<file path="config.mk">
export PLATFORM = sky130hd
export DESIGN_NAME = dmux_stream
export DESIGN_NICKNAME = d
export VERILOG_FILES = /design/src/rtl/dmux_stream_pkg.sv /design/src/rtl/dmux_stream_fifo.sv /design/src/rtl/dmux_stream.sv
export SDC_FILE = /design/constraint.sdc
export NUM_CORES = 1
export LEC_CHECK = 0
export ABC_AREA = 1
export CORE_ASPECT_RATIO = 0.75
export CORE_MARGIN = 4
export CORE_UTILIZATION = 50
export DETAILED_ROUTE_END_ITERATION = 7
export MAX_ROUTING_LAYER = met4
export PLACE_DENSITY_LB_ADDON = 0.2
export SLEW_MARGIN = 15
export SYNTH_ARGS = -nofsm -noshare
export SYNTH_HDL_FRONTEND = slang
export SYNTH_HIERARCHICAL = 1
export SYNTH_SLANG_ARGS = --single-unit
</file>
<file path="constraint.sdc">
create_clock -name clk -period 2.88 [get_ports clk]
set_input_delay 0.432 -clock clk [delete_from_list [all_inputs] [get_ports clk]]
set_output_delay 0.432 -clock clk [all_outputs]
set_load 0.05 [all_outputs]
</file>
<file path="src/rtl/dmux_stream_pkg.sv">
// Shared definitions for the dmux_stream block.
// Contents:
//   sel_width() - select width for a given channel count, never below 1
//   STAT_W      - width of every statistics counter
//   STAT_MAX    - saturation value of the statistics counters
package dmux_stream_pkg;

    localparam int STAT_W = 16;
    localparam logic [STAT_W-1:0] STAT_MAX = 16'hFFFF;

    // A two-channel block still needs one select bit.
    function automatic int sel_width(input int channels);
        return (channels > 2) ? $clog2(channels) : 1;
    endfunction

endpackage

</file>
<file path="src/rtl/dmux_stream_fifo.sv">
// Single-clock FIFO used as the per-channel buffer of dmux_stream.
// Parameters: WIDTH (word width), DEPTH (words, power of two, >= 2)
// Ports:
//   clk, reset_n      clock, synchronous active-low reset
//   push, push_data   write request and word (ignored while full)
//   pop               read request (ignored while empty)
//   full              no free slot (from registered pointers)
//   empty             no word held (registered)
//   head              oldest word, all zeros while empty (registered)
module dmux_stream_fifo #(
    parameter int WIDTH = 16,
    parameter int DEPTH = 2
) (
    input  logic             clk,
    input  logic             reset_n,
    input  logic             push,
    input  logic [WIDTH-1:0] push_data,
    input  logic             pop,
    output logic             full,
    output logic             empty,
    output logic [WIDTH-1:0] head
);

    localparam int AW = $clog2(DEPTH);

    // Pointers carry one extra wrap bit to tell full from empty.
    logic [AW:0]      wr_ptr;
    logic [AW:0]      rd_ptr;
    logic [AW:0]      wr_next;
    logic [AW:0]      rd_next;
    logic [WIDTH-1:0] mem [DEPTH];
    logic [WIDTH-1:0] head_next;
    logic             do_push;
    logic             do_pop;
    logic             empty_next;

    assign full    = (wr_ptr[AW-1:0] == rd_ptr[AW-1:0]) && (wr_ptr[AW] != rd_ptr[AW]);
    assign do_push = push & ~full;
    assign do_pop  = pop & ~empty;
    assign wr_next = wr_ptr + (AW+1)'(do_push);
    assign rd_next = rd_ptr + (AW+1)'(do_pop);
    assign empty_next = (wr_next == rd_next);

    // The head is registered, so it is computed from next-state pointers.
    // When the new head slot is the one being written this cycle, the
    // incoming word is taken directly since the memory is not yet updated.
    always_comb begin
        head_next = '0;
        if (!empty_next) begin
            if (do_push && (wr_ptr[AW-1:0] == rd_next[AW-1:0])) begin
                head_next = push_data;
            end else begin
                head_next = mem[rd_next[AW-1:0]];
            end
        end
    end

    always_ff @(posedge clk) begin
        if (!reset_n) begin
            wr_ptr <= '0;
            rd_ptr <= '0;
            empty  <= 1'b1;
            head   <= '0;
        end else begin
            wr_ptr <= wr_next;
            rd_ptr <= rd_next;
            empty  <= empty_next;
            head   <= head_next;
        end
    end

    always_ff @(posedge clk) begin
        if (do_push) begin
            mem[wr_ptr[AW-1:0]] <= push_data;
        end
    end

endmodule

</file>
<file path="src/rtl/dmux_stream.sv">
// Buffered N-way demultiplexer for a valid/ready word stream. Each input
// word is steered by in_sel into a per-channel FIFO; a stalled consumer
// only blocks words addressed to its own channel. Idle outputs read zero.
// Optional feature macro: DMUX_STREAM_STATS_EN (per-channel accept
// counters and a drop counter, saturating at 16'hFFFF). Without it the
// stat outputs are tied to zero; the port list is the same in both builds.
// Parameters: WIDTH, CHANNELS (2..16), DEPTH (power of two, >= 2)
// Ports:
//   clk, reset_n          clock, synchronous active-low reset
//   in_data/in_sel        input word and destination channel
//   in_valid/in_ready     input handshake (in_ready independent of in_valid)
//   out_data              channel k at bits [k*WIDTH +: WIDTH]
//   out_valid/out_ready   per-channel output handshake
//   stat_sel              channel chosen for stat_count
//   stat_count            accepted words for channel stat_sel
//   stat_drop             words discarded for an out-of-range in_sel
module dmux_stream
    import dmux_stream_pkg::*;
#(
    parameter int WIDTH    = 16,
    parameter int CHANNELS = 4,
    parameter int DEPTH    = 2,
    localparam int SEL_W   = sel_width(CHANNELS)
) (
    input  logic                      clk,
    input  logic                      reset_n,
    input  logic [WIDTH-1:0]          in_data,
    input  logic [SEL_W-1:0]          in_sel,
    input  logic                      in_valid,
    output logic                      in_ready,
    output logic [CHANNELS*WIDTH-1:0] out_data,
    output logic [CHANNELS-1:0]       out_valid,
    input  logic [CHANNELS-1:0]       out_ready,
    input  logic [SEL_W-1:0]          stat_sel,
    output logic [STAT_W-1:0]         stat_count,
    output logic [STAT_W-1:0]         stat_drop
);

    logic [CHANNELS-1:0] full;
    logic [CHANNELS-1:0] empty;
    logic [CHANNELS-1:0] push;
    logic [CHANNELS-1:0] pop;
    logic [31:0]         sel_ext;

    assign sel_ext = 32'(in_sel);

    // Out-of-range selects leave in_ready at 1 so the word is swallowed.
    always_comb begin
        in_ready = 1'b1;
        push     = '0;
        for (int unsigned k = 0; k < CHANNELS; k++) begin
            if (sel_ext == k) begin
                in_ready = ~full[k];
                push[k]  = in_valid & ~full[k];
            end
        end
    end

    for (genvar g = 0; g < CHANNELS; g++) begin : g_chan
        dmux_stream_fifo #(
            .WIDTH (WIDTH),
            .DEPTH (DEPTH)
        ) u_fifo (
            .clk       (clk),
            .reset_n   (reset_n),
            .push      (push[g]),
            .push_data (in_data),
            .pop       (pop[g]),
            .full      (full[g]),
            .empty     (empty[g]),
            .head      (out_data[g*WIDTH +: WIDTH])
        );

        assign out_valid[g] = ~empty[g];
        assign pop[g]       = ~empty[g] & out_ready[g];
    end

`ifdef DMUX_STREAM_STATS_EN
    logic [STAT_W-1:0] count_q [CHANNELS];
    logic [STAT_W-1:0] drop_q;
    logic [31:0]       stat_ext;
    logic              drop;

    assign drop     = in_valid & (sel_ext >= 32'(CHANNELS));
    assign stat_ext = 32'(stat_sel);

    always_ff @(posedge clk) begin
        if (!reset_n) begin
            for (int unsigned k = 0; k < CHANNELS; k++) begin
                count_q[k] <= '0;
            end
            drop_q <= '0;
        end else begin
            for (int unsigned k = 0; k < CHANNELS; k++) begin
                if (push[k] && (count_q[k] != STAT_MAX)) begin
                    count_q[k] <= count_q[k] + STAT_W'(1);
                end
            end
            if (drop && (drop_q != STAT_MAX)) begin
                drop_q <= drop_q + STAT_W'(1);
            end
        end
    end

    always_comb begin
        stat_count = '0;
        for (int unsigned k = 0; k < CHANNELS; k++) begin
            if (stat_ext == k) begin
                stat_count = count_q[k];
            end
        end
    end

    assign stat_drop = drop_q;
`else
    logic stat_sel_unused;

    assign stat_sel_unused = ^stat_sel;
    assign stat_count      = '0;
    assign stat_drop       = '0;
`endif

endmodule
</file>
==> qor.yml, run 1 <==
insertedDiodeCount: 0
cp.arrival_ns: 2.97
final_count_of_pins_violating_max_slew: 0
ioPinCount: 128
portBuffers: 93
fill_cell_count: 1491
netlist_area_um2: 9540
clock_insertion_delay_worst_skew_ns: 0.49
worst-path-max-fanout: 17
reg2reg_to: "g_chan[1].u_fifo/head[5]$_SDFF_PP0_"
rows: 43
drv.max_cap_violation_count: 0
syn-mean-instance-area_um2: 10.7
max_slew_margin_pct: 52.6
power_density_nw_per_um2: 628
critPathCaptureType: "flop"
p_leak_nw: 4.51
detail_route.iter0.violations: 506
tightest_hold_check_type: "reg -> reg"
post-route-drc-count: 0
dr.pass1.iters: 5
reg_clk_slew_reported_paths_ns: 0.06
vias: 6237
critPathRequiredTime_ns: 3.24
count_of_placed_standard_cells_in_the_final_layout_fillers_left_out: 1263
max_freq_mhz: 383
ys_top_cells_by_area: "edfxtp_1 40%, dfxtp_1 18%, nand2_1 11%, nand2_4 6.1%, nand4_1 4.2%"
dp_cells: 1226
vias_in_the_first_global_route: 5666
synth.yosys.warnings: 6
cts.sink_count: 212
rrSetupSlack_ns: 0.27
grt_max_degree: 18
dieHeight_um: 128
finalWirelength_mm: 20.4
route.detailed.wl_per_inst_um: 16.1
cts_buffer_depth: 3
area.sequential_um2: 5530
cts-buffers-inserted: 21
clk_root_buffer_cell: "clkbuf_16"
postCtsSetupBuffers: 0
ant_nets: 0
timing.setup.critical_path_class: "reg -> reg"
synthCells: 894
min-delay-start: "g_chan[0].u_fifo/wr_ptr[1]$_SDFF_PN0_"
fp.coreArea_um2: 18600
die_width_um: 167
multi_input_combinational_cell_area_um2: 3260
capture_endpoint_of_the_worst_hold_path: "g_chan[0].u_fifo/wr_ptr[1]$_SDFF_PN0_"
clock_tree_from_tritoncts: "done"
run_status: "completed"
grt_first_pass_wirelength_mm: 31.0
cp-start-kind: "flop"
grtUsageTotal_pct: 19.0
synthToLayoutAreaGrowth_pct: 17.6
grt-ovfl-total: 0
crit-reg2reg-launch: "g_chan[1].u_fifo/wr_ptr[0]$_SDFF_PN0_"
finish.net_count: 1041
postPlaceCellArea_um2: 10500
rr_worst_depth: 18
detailedPlace.worstSlack_ns: 0.125
synth_top_area_share_pct: 40.3
max-vdd-ir-drop_uv: 383
hold_violations: 0
post-route-min-period_ns: 2.61
gp_congestion: 0.801
max_slew.worst_pin.slew_ns: 0.709
ys_seq_area_share_pct: 57.9
hold-path-cell-count: 3
timing.clock.skew_ns: 0.00567
htreeDepth: 1
via_per_inst: 4.94
post-synth-top-area-cell: "edfxtp_1"
grt_antenna_before_repair: 0
postSynth.asyncResetShare_pct: 0
postLayoutSetupSlackWorst_ns: 0.268
critical_path_source: "g_chan[1].u_fifo/wr_ptr[0]$_SDFF_PN0_"
cts_hold_buf: 0
synthDistinctLibCells: 23
setup_tns_ns: 0
total_non_filler_cell_area_in_the_finished_layout_um2: 11200
starting_density_pct: 51.2
synth-seq-cells: 212
post-dp-hpwl_mm: 12.7
die_area_um2: 21400
synth_enable_flop_cells: 128
drive_above_1_share_pct: 20.7
setup_viol_count_final: 0
post-route-period-util_pct: 90.7
grt_setup_unrepaired: "false"
power.total_w: 0.00705
ys.flop_type: "edfxtp_1"
cts_repair_resize_count: 0
==> critical path: stages, from the launching register on <==
cell and delay, ns:
dfxtp_1 0.42, inv_2 0.09, nand2_2 0.07, nand2_2 0.05
nand2_4 0.07, inv_2 0.04, inv_1 0.09, nand3_1 0.13
nor2_1 0.28, inv_1 0.07, nor2_1 0.21, ha_2 0.28
inv_1 0.07, nand2_1 0.06, nand2_1 0.06, nand2_1 0.08
nand3_2 0.08, nand2_4 0.25, a21oi_2 0.08
==> synthesized netlist by cell type, types with 8 or more instances <==
master,instances
nand2_1,288
edfxtp_1,128
dfxtp_1,84
nand4_1,64
nand2_4,52
inv_1,49
a21oi_2,40
buf_4,32
nor2_1,29
a21oi_1,20
inv_2,20
buf_2,16
nand2_2,16
buf_6,12
ha_1,12
buf_12,8
==> state kept, by name, indices dropped and copies added, names as in the netlist <==
register,cells
g_chan.u_fifo/rd_ptr,8
g_chan.u_fifo/mem,128
g_chan.u_fifo/empty,4
g_chan.u_fifo/head,64
g_chan.u_fifo/wr_ptr,8
==> per-layer routing <==
| metal | wire length [um] | GRT usage [%] |
|---|---|---|
| met5 | 0 | - |
| met4 | 486 | 4.53 |
| met2 | 9190 | 29.8 |
| met3 | 1200 | 2.75 |
| met1 | 9500 | 26.6 |
==> layout make-up <==
cell class / instances / share of cell area [%]
clock buffers: 26 / 4.94
inverters: 69 / 2.31
well taps: 247 / 2.76
clock inverters: 11 / 1.44
flip-flops and latches: 212 / 49.3
repair buffers: 122 / 10.2
multi-input cells: 576 / 29.1
==> how the worst max path moves through the flow <==
stage | end | slack [ns] | cells past startpoint
2_1_floorplan | g_chan[1].u_fifo/head[13]$_SDFF_PP0_ | 0.13 | 22
3_3_place_gp | g_chan[2].u_fifo/head[1]$_SDFF_PP0_ | 0.19 | 12
3_5_place_dp | g_chan[1].u_fifo/head[5]$_SDFF_PP0_ | 0.13 | 13
4_1_cts | g_chan[1].u_fifo/head[1]$_SDFF_PP0_ | 0.26 | 18
5_1_grt | g_chan[1].u_fifo/head[14]$_SDFF_PP0_ | 0.06 | 18
6_report | g_chan[1].u_fifo/head[5]$_SDFF_PP0_ | 0.27 | 18
==> cells in the final DEF (no fill, tap or decap), types with 8 or more instances in the layout <==
| cell | n |
|---|---|
| edfxtp_1 | 128 |
| nand2_4 | 52 |
| clkbuf_16 | 21 |
| clkdlybuf4s50_1 | 92 |
| buf_4 | 30 |
| a21oi_2 | 40 |
| dfxtp_1 | 84 |
| ha_1 | 8 |
| a21oi_1 | 20 |
| inv_2 | 20 |
| nand2_2 | 16 |
| nand4_1 | 64 |
| conb_1 | 32 |
| nor2_1 | 29 |
| inv_1 | 49 |
| nand2_1 | 288 |
==> kinds of logic after synthesis <==
kind of cell	Yosys count	synth area share, %
simple gates	464	25.4
flops	212	57.9
buf+inv	137	9.17
compound gates	60	4.72
fa+ha+maj	12	1.57
xor+xnor	4	0.682
mux	4	0.420
other cells	1	0.0393
==> through the flow <==
step                hold WS (ns)  utilization (%)
floorplan                  0.526                -
global placement           0.554             56.4
detailed placement         0.558             56.4
CTS                        0.576             60.3
global route               0.617             60.3
finish                     0.575             60.3
==> report_power, final <==
part	internal, W	total [W]	switching [W]
clock	0.00173	0.00282	0.00109
sequential	0.00331	0.00334	0.0000289
combinational	0.000240	0.000880	0.000639
total	0.00528	0.00705	0.00176
No activity file was read; power rests on OpenSTA's default activity.
==> run 2: changes to the inputs <==
--- a/config.mk
+++ b/config.mk
@@ -6,10 +6,12 @@
 export NUM_CORES = 1
 export LEC_CHECK = 0
 export ABC_AREA = 1
+export CAP_MARGIN = 20
 export CORE_ASPECT_RATIO = 0.75
 export CORE_MARGIN = 4
 export CORE_UTILIZATION = 50
 export DETAILED_ROUTE_END_ITERATION = 7
+export GPL_TIMING_DRIVEN = 0
 export MAX_ROUTING_LAYER = met4
 export PLACE_DENSITY_LB_ADDON = 0.2
 export SLEW_MARGIN = 15
==> run 2 against run 1 <==
  * Final area up 6.1%
  * Die area unchanged
  * First-iteration DRC count up 7.3%
  * Critical endpoint is now g_chan[2].u_fifo/head[7]$_SDFF_PP0_
  * Via count up 4.0%
  * Hold slack worse by 0.016 ns
==> qor.yml, run 2 (synthesis results as in run 1) <==
synthToLayoutAreaGrowth_pct: 24.8
rr_worst_depth: 18  # unchanged
critical-path-slowest-cell: "dfxtp_1"
largest_register_ff_count: 128  # unchanged
cell_internal_pwr_w: 0.00531  # +0.43%
worst-path-max-fanout: 10  # -7
timing.setup.critical_path_class: "reg -> reg"
finish.net_count: 1100  # +5.7%
crit_path_cell_trace: "inv_2 > nand2_1 > nand2_1 > nand2_4 > buf_6 > inv_2 > inv_1 > nand3_1 > nor2_2 > buf_6 > inv_1 > nor2_2 > ha_2 > xor2_2 > nand3_2 > nand2_4 > buf_12 > a21oi_2"
reg_clk_slew_reported_paths_ns: 0.06  # about the same
critPathCaptureType: "flop"
drive_above_1_share_pct: 26.3  # +5.6 points
cts_buffer_depth: 3  # unchanged
run_status: "completed"
hold_violations: 0  # unchanged
grt_first_pass_wirelength_mm: 31.6  # +2.0%
timing.clock.skew_ns: 0.00765  # +0.00198 ns
capture_endpoint_of_the_worst_hold_path: "g_chan[1].u_fifo/rd_ptr[1]$_SDFF_PN0_"
rrSetupSlack_ns: 0.17  # -0.10 ns
power_density_nw_per_um2: 594  # -5.5%
ant_nets: 0  # unchanged
drv.max_cap_violation_count: 0  # unchanged
tightest_hold_check_type: "reg -> reg"
clock_insertion_delay_worst_skew_ns: 0.49  # about the same
post-route-min-period_ns: 2.71  # +0.0995 ns
post-route-drc-count: 0  # unchanged
max_slew_margin_pct: 28.0  # -25 points
critical-path-max-stage-delay_ns: 0.37  # -0.05 ns
max_slew.worst_pin.slew_ns: 1.08  # +0.367 ns
grt_antenna_before_repair: 0  # unchanged
post-route-period-util_pct: 94.1  # +3.5 points
gp_congestion: 0.824  # +2.8%
cts_hold_buf: 0  # unchanged
vias: 6487  # +4.0%
layout_commonest_cell: "nand2_1"
dieHeight_um: 128  # unchanged
p_leak_nw: 4.88  # +8.3%
switching_share_pct: 24.9  # -0.12 points
pwr-share-clk_pct: 38.6  # -1.5 points
vias_in_the_first_global_route: 5909  # +4.3%
finalWirelength_mm: 20.7  # +1.8%
fp.coreArea_um2: 18600  # unchanged
cts.sink_count: 212  # unchanged
hold_slack_ns: 0.559  # -0.0160 ns
max_freq_mhz: 369  # -3.7%
ioPinCount: 128  # unchanged
post-dp-hpwl_mm: 13.1  # +3.4%
final_count_of_pins_violating_max_slew: 0  # unchanged
portBuffers: 93  # unchanged
starting_density_pct: 51.2  # unchanged
sequentialPowerShare_pct: 47.3  # about the same
setup_tns_ns: 0  # unchanged
post-route-util_pct: 63.9  # +3.7 points
cts-buffers-inserted: 21  # unchanged
min-delay-start: "g_chan[1].u_fifo/rd_ptr[1]$_SDFF_PN0_"
clock_tree_from_tritoncts: "done"
layout.cells.most_common_list: "288 x nand2_1, 128 x edfxtp_1, 92 x clkdlybuf4s50_1"
htreeDepth: 1  # unchanged
max-vdd-ir-drop_uv: 484  # +26%
cp-start-kind: "flop"
setup_viol_count_final: 0  # unchanged
rows: 43  # unchanged
p_comb_share_pct: 14.1  # +1.6 points
grt_max_degree: 19  # +1
insertedDiodeCount: 0  # unchanged
via_per_inst: 4.91  # -0.56%
power.total_w: 0.00706  # +0.27%
route.detailed.wl_per_inst_um: 15.7  # -2.7%
crit-reg2reg-launch: "g_chan[2].u_fifo/rd_ptr[1]$_SDFF_PN0_"
power.net_switching_w: 0.00176  # -0.20%
grt-ovfl-total: 0  # unchanged
die_area_um2: 21400  # unchanged
grt_setup_unrepaired: "false"
grtUsageTotal_pct: 19.3  # +0.29 points
reg2reg_to: "g_chan[2].u_fifo/head[7]$_SDFF_PP0_"
clk_root_buffer_cell: "clkbuf_16"
hold-path-cell-count: 3  # unchanged
cp.arrival_ns: 3.12  # +0.15 ns
die_width_um: 167  # unchanged
critPathRequiredTime_ns: 3.29  # +0.05 ns
dr.pass1.iters: 5  # unchanged
detail_route.iter0.violations: 543  # +7.3%
[run 2: changes by cell type in the layout (fill, tap and decap cells not counted), moves of 6 or more]
cell     previous run  this run
buf_6               0        15
dfxtp_1            84        77
buf_4              30        55
buf_12              0         8
buf_2               0         8
dfxtp_2             0         6
nor2_1             29        23
[run 2: power by group through the flow]
| stage | sequential [W] | combinational [W] | clock, W |
|---|---|---|---|
| floorplan | 0.00356 | 0.000519 | 0 |
| global placement | 0.00341 | 0.000946 | 0 |
| detailed placement | 0.00341 | 0.000952 | 0 |
| CTS | 0.00334 | 0.000978 | 0.00278 |
| global route | 0.00335 | 0.00106 | 0.00291 |
| finish | 0.00334 | 0.000995 | 0.00273 |
[run 2: repair_timing]
action	in CTS	in global routing
setup buffers	12	11
endpoints found under the setup margin	168	80
gates resized for setup	25	9
pin swaps	5	2
gates cloned	1	1
[run 2: layout make-up]
type,instances,area [um^2]
Fill cell,1488,6710
Sequential cell,212,5540
Multi-Input combinational cell,576,3340
Timing Repair Buffer,118,1160
Buffer,63,609
Clock buffer,27,568
Tap cell,247,309
Inverter,69,259
Clock inverter,9,121
[run 2: layer usage]
metal,global-route usage (%),wire [um],up-vias
li1,-,-,3228
met5,-,0,-
met4,4.68,417,0
met1,27.6,9540,3002
met2,29.2,9290,219
met3,3.28,1490,38
[run 2: critical path, delay by kind of cell, from the launching register on]
family                     cells  cell delay, ns
and+or+nand+nor                8            0.90
DFF                            1            0.37
buffers and inverters          7            0.76
AOI/OAI and AO/OA              1            0.12
adders and majority gates      1            0.33
xor gates and xnor gates       1            0.15
[run 2: worst max path at each step]
stage | start | slack, ns | to
after global routing | g_chan[1].u_fifo/rd_ptr[1]$_SDFF_PN0_ | 0.006 | g_chan[1].u_fifo/head[11]$_SDFF_PP0_
after global placement | g_chan[1].u_fifo/wr_ptr[0]$_SDFF_PN0_ | -0.65 | g_chan[1].u_fifo/head[9]$_SDFF_PP0_
after floorplan | g_chan[1].u_fifo/wr_ptr[0]$_SDFF_PN0_ | 0.13 | g_chan[1].u_fifo/head[13]$_SDFF_PP0_
final | g_chan[2].u_fifo/rd_ptr[1]$_SDFF_PN0_ | 0.17 | g_chan[2].u_fifo/head[7]$_SDFF_PP0_
after detailed placement | g_chan[1].u_fifo/wr_ptr[0]$_SDFF_PN0_ | -0.70 | g_chan[1].u_fifo/head[10]$_SDFF_PP0_
after CTS | g_chan[2].u_fifo/wr_ptr[1]$_SDFF_PN0_ | 0.02 | g_chan[2].u_fifo/head[7]$_SDFF_PP0_
[run 2: per-stage QoR]
step / instances / area, um^2 / worst slack [ns]
floorplan: 925 / 9660 / 0.128
global placement: 1265 / 10900 / -0.647
detailed placement: 1265 / 10900 / -0.697
CTS: 1310 / 11800 / 0.0231
global route: 1321 / 11900 / 0.00566
finish: 1321 / 11900 / 0.169
